==> config.mk <==
export PLATFORM = sky130hd
export DESIGN_NAME = iter_muldiv_flat
export DESIGN_NICKNAME = d
export VERILOG_FILES = /design/src/rtl/iter_muldiv_if.sv /design/src/rtl/iter_muldiv.sv /design/src/flat_wrapper.sv
export SDC_FILE = /design/constraint.sdc
export NUM_CORES = 1
export LEC_CHECK = 0
export CORE_AREA = 2 2 204 206
export DETAILED_ROUTE_END_ITERATION = 10
export DIE_AREA = 0 0 206 208
export PLACE_DENSITY = 0.61
export SLEW_MARGIN = 20
export SYNTH_ARGS = -nofsm -noshare
export SYNTH_HDL_FRONTEND = slang
export SYNTH_SLANG_ARGS = --single-unit
==> constraint.sdc <==
create_clock -name clk -period 8.5 [get_ports clk]
set_clock_uncertainty 0.1 [all_clocks]
set_input_delay 0.85 -clock clk [delete_from_list [all_inputs] [get_ports clk]]
set_output_delay 0.85 -clock clk [all_outputs]
set_load 0.005 [all_outputs]
==> src/rtl/iter_muldiv_if.sv <==
// rtl/iter_muldiv_if.sv - start/ready handshake bundle between the EX stage and iter_muldiv
// The EX stage drives the master side and the multiply/divide unit drives the slave side.
interface iter_muldiv_if #(
  parameter int WIDTH = 32
);
  logic                 start_i;
  logic                 annul_i;
  logic [1:0]           op_i;
  logic [WIDTH-1:0]     opdata1_i;
  logic [WIDTH-1:0]     opdata2_i;
  logic                 busy_o;
  logic                 ready_o;
  logic [2*WIDTH-1:0]   result_o;

  modport master (
    output start_i, annul_i, op_i, opdata1_i, opdata2_i,
    input  busy_o, ready_o, result_o
  );

  modport slave (
    input  start_i, annul_i, op_i, opdata1_i, opdata2_i,
    output busy_o, ready_o, result_o
  );
endinterface

==> src/rtl/iter_muldiv.sv <==
// rtl/iter_muldiv.sv - iterative mult/multu/div/divu unit for the EX stage (HI/LO result)
// Optional MULDIV_FAST_MUL_EN: single-cycle multiply on magnitudes instead of shift-add.
module iter_muldiv #(
  parameter int WIDTH = 32
) (
  input  logic         clk,
  input  logic         resetn,
  iter_muldiv_if.slave bus
);
  localparam int CW = $clog2(WIDTH) + 1;

  typedef enum logic [1:0] {IDLE, CALC, DONE} state_t;

  state_t               state_q;
  logic [CW-1:0]        cnt_q;
  logic                 is_div_q;
  logic                 neg_q;
  logic                 rneg_q;
  logic [WIDTH-1:0]     hi_q;
  logic [WIDTH-1:0]     lo_q;
  logic [WIDTH-1:0]     b_q;
  logic [2*WIDTH-1:0]   result_q;

  logic                 signed_op;
  logic                 s1;
  logic                 s2;
  logic [WIDTH-1:0]     mag1;
  logic [WIDTH-1:0]     mag2;
  logic                 div_zero;

  assign signed_op = ~bus.op_i[0];
  assign s1        = signed_op & bus.opdata1_i[WIDTH-1];
  assign s2        = signed_op & bus.opdata2_i[WIDTH-1];
  assign mag1      = s1 ? (~bus.opdata1_i + 1'b1) : bus.opdata1_i;
  assign mag2      = s2 ? (~bus.opdata2_i + 1'b1) : bus.opdata2_i;
  assign div_zero  = bus.op_i[1] & (bus.opdata2_i == '0);

  // hi_q is the partial remainder / upper accumulator, lo_q the dividend-in-quotient-out / multiplier shifter.
  logic [WIDTH:0]       trial;
  logic [WIDTH:0]       diff;
  logic [WIDTH:0]       sum;
  logic [WIDTH-1:0]     hi_d;
  logic [WIDTH-1:0]     lo_d;

  always_comb begin
    trial = {hi_q, lo_q[WIDTH-1]};
    diff  = trial - {1'b0, b_q};
    sum   = {1'b0, hi_q} + (lo_q[0] ? {1'b0, b_q} : '0);
    hi_d  = hi_q;
    lo_d  = lo_q;
    if (is_div_q) begin
      if (!diff[WIDTH]) begin
        hi_d = diff[WIDTH-1:0];
        lo_d = {lo_q[WIDTH-2:0], 1'b1};
      end else begin
        hi_d = trial[WIDTH-1:0];
        lo_d = {lo_q[WIDTH-2:0], 1'b0};
      end
    end else begin
      hi_d = sum[WIDTH:1];
      lo_d = {sum[0], lo_q[WIDTH-1:1]};
    end
  end

  logic [2*WIDTH-1:0]   prod;
  logic [WIDTH-1:0]     quo_fix;
  logic [WIDTH-1:0]     rem_fix;
  logic [2*WIDTH-1:0]   final_res;

  always_comb begin
    prod      = {hi_d, lo_d};
    quo_fix   = neg_q  ? (~lo_d + 1'b1) : lo_d;
    rem_fix   = rneg_q ? (~hi_d + 1'b1) : hi_d;
    final_res = is_div_q ? {rem_fix, quo_fix} : (neg_q ? (~prod + 1'b1) : prod);
  end

`ifdef MULDIV_FAST_MUL_EN
  logic [2*WIDTH-1:0]   fast_prod;
  logic [2*WIDTH-1:0]   fast_res;

  always_comb begin
    fast_prod = {{WIDTH{1'b0}}, mag1} * {{WIDTH{1'b0}}, mag2};
    fast_res  = (s1 ^ s2) ? (~fast_prod + 1'b1) : fast_prod;
  end
`endif

  always_ff @(posedge clk or negedge resetn) begin
    if (!resetn) begin
      state_q  <= IDLE;
      cnt_q    <= '0;
      is_div_q <= 1'b0;
      neg_q    <= 1'b0;
      rneg_q   <= 1'b0;
      hi_q     <= '0;
      lo_q     <= '0;
      b_q      <= '0;
      result_q <= '0;
    end else begin
      case (state_q)
        IDLE, DONE: begin
          state_q <= IDLE;
          if (bus.start_i && !bus.annul_i) begin
            is_div_q <= bus.op_i[1];
            neg_q    <= s1 ^ s2;
            rneg_q   <= s1;
            hi_q     <= '0;
            lo_q     <= mag1;
            b_q      <= mag2;
            cnt_q    <= '0;
            if (div_zero) begin
              result_q <= {bus.opdata1_i, {WIDTH{1'b1}}};
              state_q  <= DONE;
            end
`ifdef MULDIV_FAST_MUL_EN
            else if (!bus.op_i[1]) begin
              result_q <= fast_res;
              state_q  <= DONE;
            end
`endif
            else begin
              state_q <= CALC;
            end
          end
        end
        CALC: begin
          if (bus.annul_i) begin
            state_q <= IDLE;
          end else begin
            hi_q <= hi_d;
            lo_q <= lo_d;
            if (cnt_q == CW'(WIDTH - 1)) begin
              result_q <= final_res;
              state_q  <= DONE;
            end else begin
              cnt_q <= cnt_q + 1'b1;
            end
          end
        end
        default: state_q <= IDLE;
      endcase
    end
  end

  assign bus.busy_o   = (state_q == CALC);
  assign bus.ready_o  = (state_q == DONE);
  assign bus.result_o = result_q;
endmodule

==> src/flat_wrapper.sv <==
// flat-port wrapper written by rule: the top's interface ports become plain ports
module iter_muldiv_flat 
#(
  parameter int WIDTH = 32
)
  (clk, resetn, bus_start_i, bus_annul_i, bus_op_i, bus_opdata1_i, bus_opdata2_i, bus_busy_o, bus_ready_o, bus_result_o);
  iter_muldiv_if #(.WIDTH(WIDTH)) bus_i ();
  input  logic clk;
  input  logic resetn;
  input wire logic [$bits(bus_i.start_i)-1:0] bus_start_i;
  input wire logic [$bits(bus_i.annul_i)-1:0] bus_annul_i;
  input wire logic [$bits(bus_i.op_i)-1:0] bus_op_i;
  input wire logic [$bits(bus_i.opdata1_i)-1:0] bus_opdata1_i;
  input wire logic [$bits(bus_i.opdata2_i)-1:0] bus_opdata2_i;
  output wire logic [$bits(bus_i.busy_o)-1:0] bus_busy_o;
  output wire logic [$bits(bus_i.ready_o)-1:0] bus_ready_o;
  output wire logic [$bits(bus_i.result_o)-1:0] bus_result_o;
  assign bus_i.start_i = bus_start_i;
  assign bus_i.annul_i = bus_annul_i;
  assign bus_i.op_i = bus_op_i;
  assign bus_i.opdata1_i = bus_opdata1_i;
  assign bus_i.opdata2_i = bus_opdata2_i;
  assign bus_busy_o = bus_i.busy_o;
  assign bus_ready_o = bus_i.ready_o;
  assign bus_result_o = bus_i.result_o;
  iter_muldiv #(.WIDTH(WIDTH)) u_core (.clk(clk), .resetn(resetn), .bus(bus_i));
endmodule
# Word level (Yosys, flattened, before mapping)
# Index checks and enable logic that the tools add are counted.
[op_classes]
add_sub_neg = 8
eq_ne = 9
muxes = 31
bitwise_logic = 10
n_reduce_logical = 10
[op_table]
columns = ["cell", "count"]
rows = [
  ["32-bit 2-to-1 mux", 12],
  ["64-bit 2-to-1 mux", 6],
  ["32-bit by 1-bit adder with 32-bit output (second input constant)", 4],
  ["32-bit NOT", 4],
  ["32-bit case mux with 2 select lines", 2],
  ["64-bit case mux with 2 select lines", 1],
  ["64-bit by 1-bit adder with 64-bit output (second input constant)", 1],
  ["64-bit NOT", 1],
  ["32-bit by 33-bit adder with 33-bit output", 1],
  ["33-bit by 32-bit subtractor with 33-bit output", 1],
  ["32-bit zero test", 1],
  ["6-bit 2-to-1 mux", 3],
  ["6-bit case mux with 2 select lines", 1],
  ["2-bit 2-to-1 mux", 4],
  ["6-bit by 1-bit adder with 6-bit output (second input constant)", 1],
  ["6-bit by 5-bit == test with 1-bit output (second input constant)", 1],
  ["2-bit by 1-bit != test with 1-bit output (second input constant)", 3],
  ["5-bit AND reduction", 1],
  ["2-bit != test (second input constant)", 2],
  ["2-bit case mux with 2 select lines", 1],
  ["4-bit AND reduction", 1],
  ["1-bit bitwise AND", 3],
  ["3-bit by 2-bit != test with 1-bit output (second input constant)", 1],
  ["3-bit AND reduction", 1],
  ["other kinds (11)", 11],
]
[totals]
reg_bits = 171
in_bits = 70
output_inout_bits = 66
wordCells = 77

# Logic depth before layout (Yosys ltp)
[depth]
ltp_word = 10
depth_mapped = 25
ltp_nobuf = 23

# Worst setup path before layout
# Ideal clock, no wire load.
[synth_path]
path_kind = "reg2reg"
startpoint = "register u_core.lo_q[31]"
endpoint = "register u_core.result_q[46], in the netlist u_core.bus.result_o[46]"
setup_time_ns = 0.077
arrival_ns = 4.680
required_ns = 8.323
path_slack_ns = 3.643
path_stages_with_launch = 23
n_path_buf = 0
synth_period_minus_slack_ns = 4.857
path_cell_list = "dfrtp_1 -> inv_1 -> ha_1 -> inv_1 -> fa_1 -> a211oi_2 -> o211ai_1 -> a21oi_2 -> a2111oi_4 -> o2111ai_1 -> nand2_1 -> inv_1 -> ha_1 -> o21ai_0 -> nor4_1 -> nor2b_1 -> nand4_1 -> nand3b_1 -> o211ai_1 -> a41oi_1 -> xnor2_1 -> nand2_1 -> a21oi_1"
[synth_between]
elab_chain_cells = 10
word_cells_on_any_way = 15
classes_between = "add/sub: 3; mux: 10; bitwise: 2"
[synth_rtl]
columns = ["item", "line", "source"]
rows = [
  ["from (decl)", "iter_muldiv.sv:20", "logic [WIDTH-1:0] lo_q;"],
  ["from (signal assigned)", "iter_muldiv.sv:107", "lo_q <= mag1;"],
  ["from (signal assigned)", "iter_muldiv.sv:130", "lo_q <= lo_d;"],
  ["33-bit by 32-bit subtractor with 33-bit output", "iter_muldiv.sv:47", "diff = trial - {1'b0, b_q};"],
  ["1-bit 2-to-1 mux / 32-bit 2-to-1 mux (equally long branches)", "iter_muldiv.sv:52", "if (!diff[WIDTH]) begin"],
  ["32-bit 2-to-1 mux", "iter_muldiv.sv:51", "if (is_div_q) begin"],
  ["64-bit NOT / 32-bit NOT (equally long branches)", "iter_muldiv.sv:74, iter_muldiv.sv:73", ""],
  ["64-bit by 1-bit adder with 64-bit output / 32-bit by 1-bit adder with 32-bit output (equally long branches)", "iter_muldiv.sv:74, iter_muldiv.sv:73", ""],
  ["64-bit 2-to-1 mux / 32-bit 2-to-1 mux (equally long branches)", "iter_muldiv.sv:74, iter_muldiv.sv:73", ""],
  ["64-bit 2-to-1 mux *", "iter_muldiv.sv:74", "final_res = is_div_q ? {rem_fix, quo_fix} : (neg_q ? (~prod + 1'b1) : prod);"],
  ["64-bit 2-to-1 mux *", "iter_muldiv.sv:131", "if (cnt_q == CW'(WIDTH - 1)) begin"],
  ["64-bit 2-to-1 mux *", "iter_muldiv.sv:126", "if (bus.annul_i) begin"],
  ["64-bit case mux with 2 select lines *", "iter_muldiv.sv:99", "case (state_q)"],
  ["to (signal assigned)", "iter_muldiv.sv:111", "result_q <= {bus.opdata1_i, {WIDTH{1'b1}}};"],
  ["to (signal assigned)", "iter_muldiv.sv:132", "result_q <= final_res;"],
  ["to (decl)", "iter_muldiv.sv:22", "logic [2*WIDTH-1:0] result_q;"],
]
# Every way passes the cells marked *; elsewhere a longest branch is shown, timed or not. The select of a mux whose other input is x is not followed.
# A chain may end at the register's enable or synchronous reset.

# Worst setup path in the final report
# Same ends and word-level chain as after synthesis.

==> results.md <==
- Count of maximum capacitance violations: 0
- Final Hold Fails: 0
- Mean post-synth cell area: 7.67 um^2
- Crit Path Class: reg2reg
- Final worst path period share: 75.3%
- Initial core utilization: 37.6%
- Vias per inst: 5.90
- LEAKAGE: 7.41 nW
- Antenna violations before repair: 1
- Hold WC Path Type: in2async
- Number of enable flip-flop cells after synthesis: 0
- Reg2Reg Depth: 23
- Clock sinks: 171
- IO Port Bufs: 135
- FF-to-FF End: u_core.bus.result_o[46]
- Ys Warns: 0
- Pre-antenna DRT Iters: 5
- Die area: 42800 um^2
- Remaining Overflow, GRT: 0
- Clk slew on worst S/H paths: 0.07 ns
- Clk buf depth: 2
- Sum Neg Setup Slack: 0 ns
- Outcome: finished clean
- Drt initial violations: 1344
- Core region area: 40600 um^2
- Gate Count Post-Synth: 1985
- CP Data Required Time: 8.80 ns
- Min cycle time layout: 6.40 ns
- Power Dens Cells: 370 nW/um^2
- CTS root buf: clkbuf_16
- Overall Global Routing Usage: 26.3%
- NumNets Final: 2205
- Final setup violation count: 0
- CP startpoint kind: register
- Highest clock rate: 0.156 GHz
- # rows: 74
- Pin count of the biggest net entering global routing: 92
- Synth Cell Area: 15200 um^2
- RSZ-0062 raised after global routing: false
- Largest area contributor in the netlist: dfrtp_1
- Worst-path maximum fanout: 7
- Cts repair resizes: 0
- Post-synthesis sequential area ratio: 28.1%
- Die Y-Extent: 208 um
- Top cells by count, synth: nand2_1, nor2_1, o21ai_0, a21oi_1, dfrtp_1
- Peak supply drop: 189 uV
- Post-synth top area share: 28.1%
- ANT nets after route: 0
- WL final: 56.3 mm
- Reg2reg start: u_core.lo_q[31]
- Vias: 15400
- Post-DP HPWL: 43.5 mm
- Htree depth: 4
- Ant diodes: 0
- CTS buffer count: 17
- Syn_nets: 2126
- Most frequent cell after synthesis: nand2_1
- Slew margin rel.: 32.1%
- Max-slew violations: 0
- Post-CTS Hold Buffers: 0
- Flops & latches, synth: 171
- Worst-Margin Slew: 1.02 ns
- Vias in the first global route: 14500
- CP arrival: 6.70 ns
- Die Span X: 206 um
- FFs w/ async S/R, synth: 100%
- Top cells by area in the synthesized netlist: dfrtp_1, o21ai_0, a21oi_1
- RD Place Congestion: 0.938
- Share of cells above drive strength 1: 5.73%
- Io pins: 136
- Setup bufs post-CTS: 0
- CTS tree: built
- Min Hold Slack: 0.210 ns
- DRC Markers: 0
- Multi-input logic area: 10300 um^2
- Wire per inst: 21.6 um
- Register area: 4280 um^2
- FF-to-FF setup slack: 2.10 ns
- # fillers: 4146
- Crit end category: register
- First-pass GRT wire length: 87.2 mm
- Pwr Total: 6.52 mW
- Clk Latency, worst-skew pair: 0.47 ns
- Area grow syn2layout: 15.7%
- CP startpoint: u_core.lo_q[31]
- Most common flop cell mapped by yosys: dfrtp_1
- Post-synthesis cell type count: 87
## report_power, final
part	switching [mW]	total, mW	internal (mW)
Combinational	2.59	4.26	1.67
Sequential	0.363	1.48	1.12
Clock	0.370	0.782	0.412
Total	3.32	6.52	3.20
## layout by cell type (no fill, tap or decap), types with 14 or more instances in the layout
cell type	synthesis	final
mux2i_1	43	43
a21o_1	30	30
xnor2_1	85	85
nor2b_1	22	21
dfrtp_1	171	170
a21oi_1	187	187
nand3_1	44	44
ha_1	69	69
or3_1	28	28
buf_4	2	28
a31oi_1	33	33
o31ai_1	19	19
xor2_1	71	71
a22o_1	15	15
nand2b_1	16	15
clkbuf_16	0	17
o21ai_0	189	189
nand4_1	20	20
and2_1	48	48
and3_1	20	20
nor3_1	46	46
mux2_2	16	16
inv_1	66	65
nor4_1	14	14
nor2_1	194	192
nand2_1	246	245
clkdlybuf4s50_1	0	134
o211ai_1	15	15
## cell families after synthesis
logic type	share of synthesized area [%]
flops	28.1
simple gates	23.1
fa+ha+maj	5.93
buf+inv	4.40
compound gates	25.3
xor+xnor	8.97
mux	4.17
## registers in the layout, summed over array words and instances, names as in the netlist
name                 count
u_core.neg_q             1
u_core.state_q           2
u_core.hi_q             32
u_core.bus.result_o     64
u_core.rneg_q            1
u_core.cnt_q             6
u_core.b_q              32
u_core.lo_q             32
u_core.is_div_q          1
## stage by stage
| stage | setup WS, ns | util, % | area, um^2 | std cells |
|---|---|---|---|---|
| floorplan | 3.64 | - | 15200 | 1985 |
| global placement | 2.56 | 42.1 | 17100 | 2577 |
| detailed placement | 2.25 | 42.1 | 17100 | 2577 |
| CTS | 2.22 | 43.4 | 17600 | 2607 |
| global route | 1.74 | 43.4 | 17600 | 2607 |
| finish | 2.10 | 43.4 | 17600 | 2607 |
## worst max-delay path by stage
stage                               to  slack [ns]
2_1_floorplan  u_core.bus.result_o[46]        3.64
5_1_grt        u_core.bus.result_o[46]        1.74
6_report       u_core.bus.result_o[46]        2.10
3_5_place_dp   u_core.bus.result_o[46]        2.25
3_3_place_gp   u_core.bus.result_o[46]        2.56
4_1_cts        u_core.bus.result_o[46]        2.22
## worst max-delay path, stage by stage (launching register included)
cell and delay, ns:
dfrtp_1 0.44, inv_1 0.08, ha_1 0.15, inv_1 0.06
fa_1 0.43, a211oi_2 0.25, o211ai_1 0.15, a21oi_2 0.30
a2111oi_4 0.13, o2111ai_1 0.56, buf_4 0.28, nand2_1 0.11
inv_1 0.14, ha_1 0.18, o21ai_0 0.17, nor4_1 0.55
nor2b_1 0.48, nand4_1 0.26, nand3b_1 0.29, o211ai_1 0.56
a41oi_1 0.23, xnor2_1 0.20, nand2_1 0.08, a21oi_1 0.14
## final cells by class
| cell class | instances | share of cell area, % |
|---|---|---|
| Clock inverter | 11 | 0.639 |
| Tap cell | 532 | 3.78 |
| Clock buffer | 19 | 2.51 |
| Sequential cell | 171 | 24.3 |
| Timing Repair Buffer | 163 | 8.87 |
| Multi-Input combinational cell | 1644 | 58.5 |
| Inverter | 67 | 1.43 |
## metal layers
metal / wire, um / track usage [%] / share of wire (%) / up-vias
met4: 1490 / 8.33 / 2.6 / 0
li1: - / - / - / 7275
met2: 24200 / 39.0 / 43 / 566
met1: 26100 / 37.8 / 46 / 7456
met3: 4610 / 5.95 / 8.2 / 85
met5: 0 / 0 / 0 / -
No activity file was read; power rests on OpenSTA's default activity.
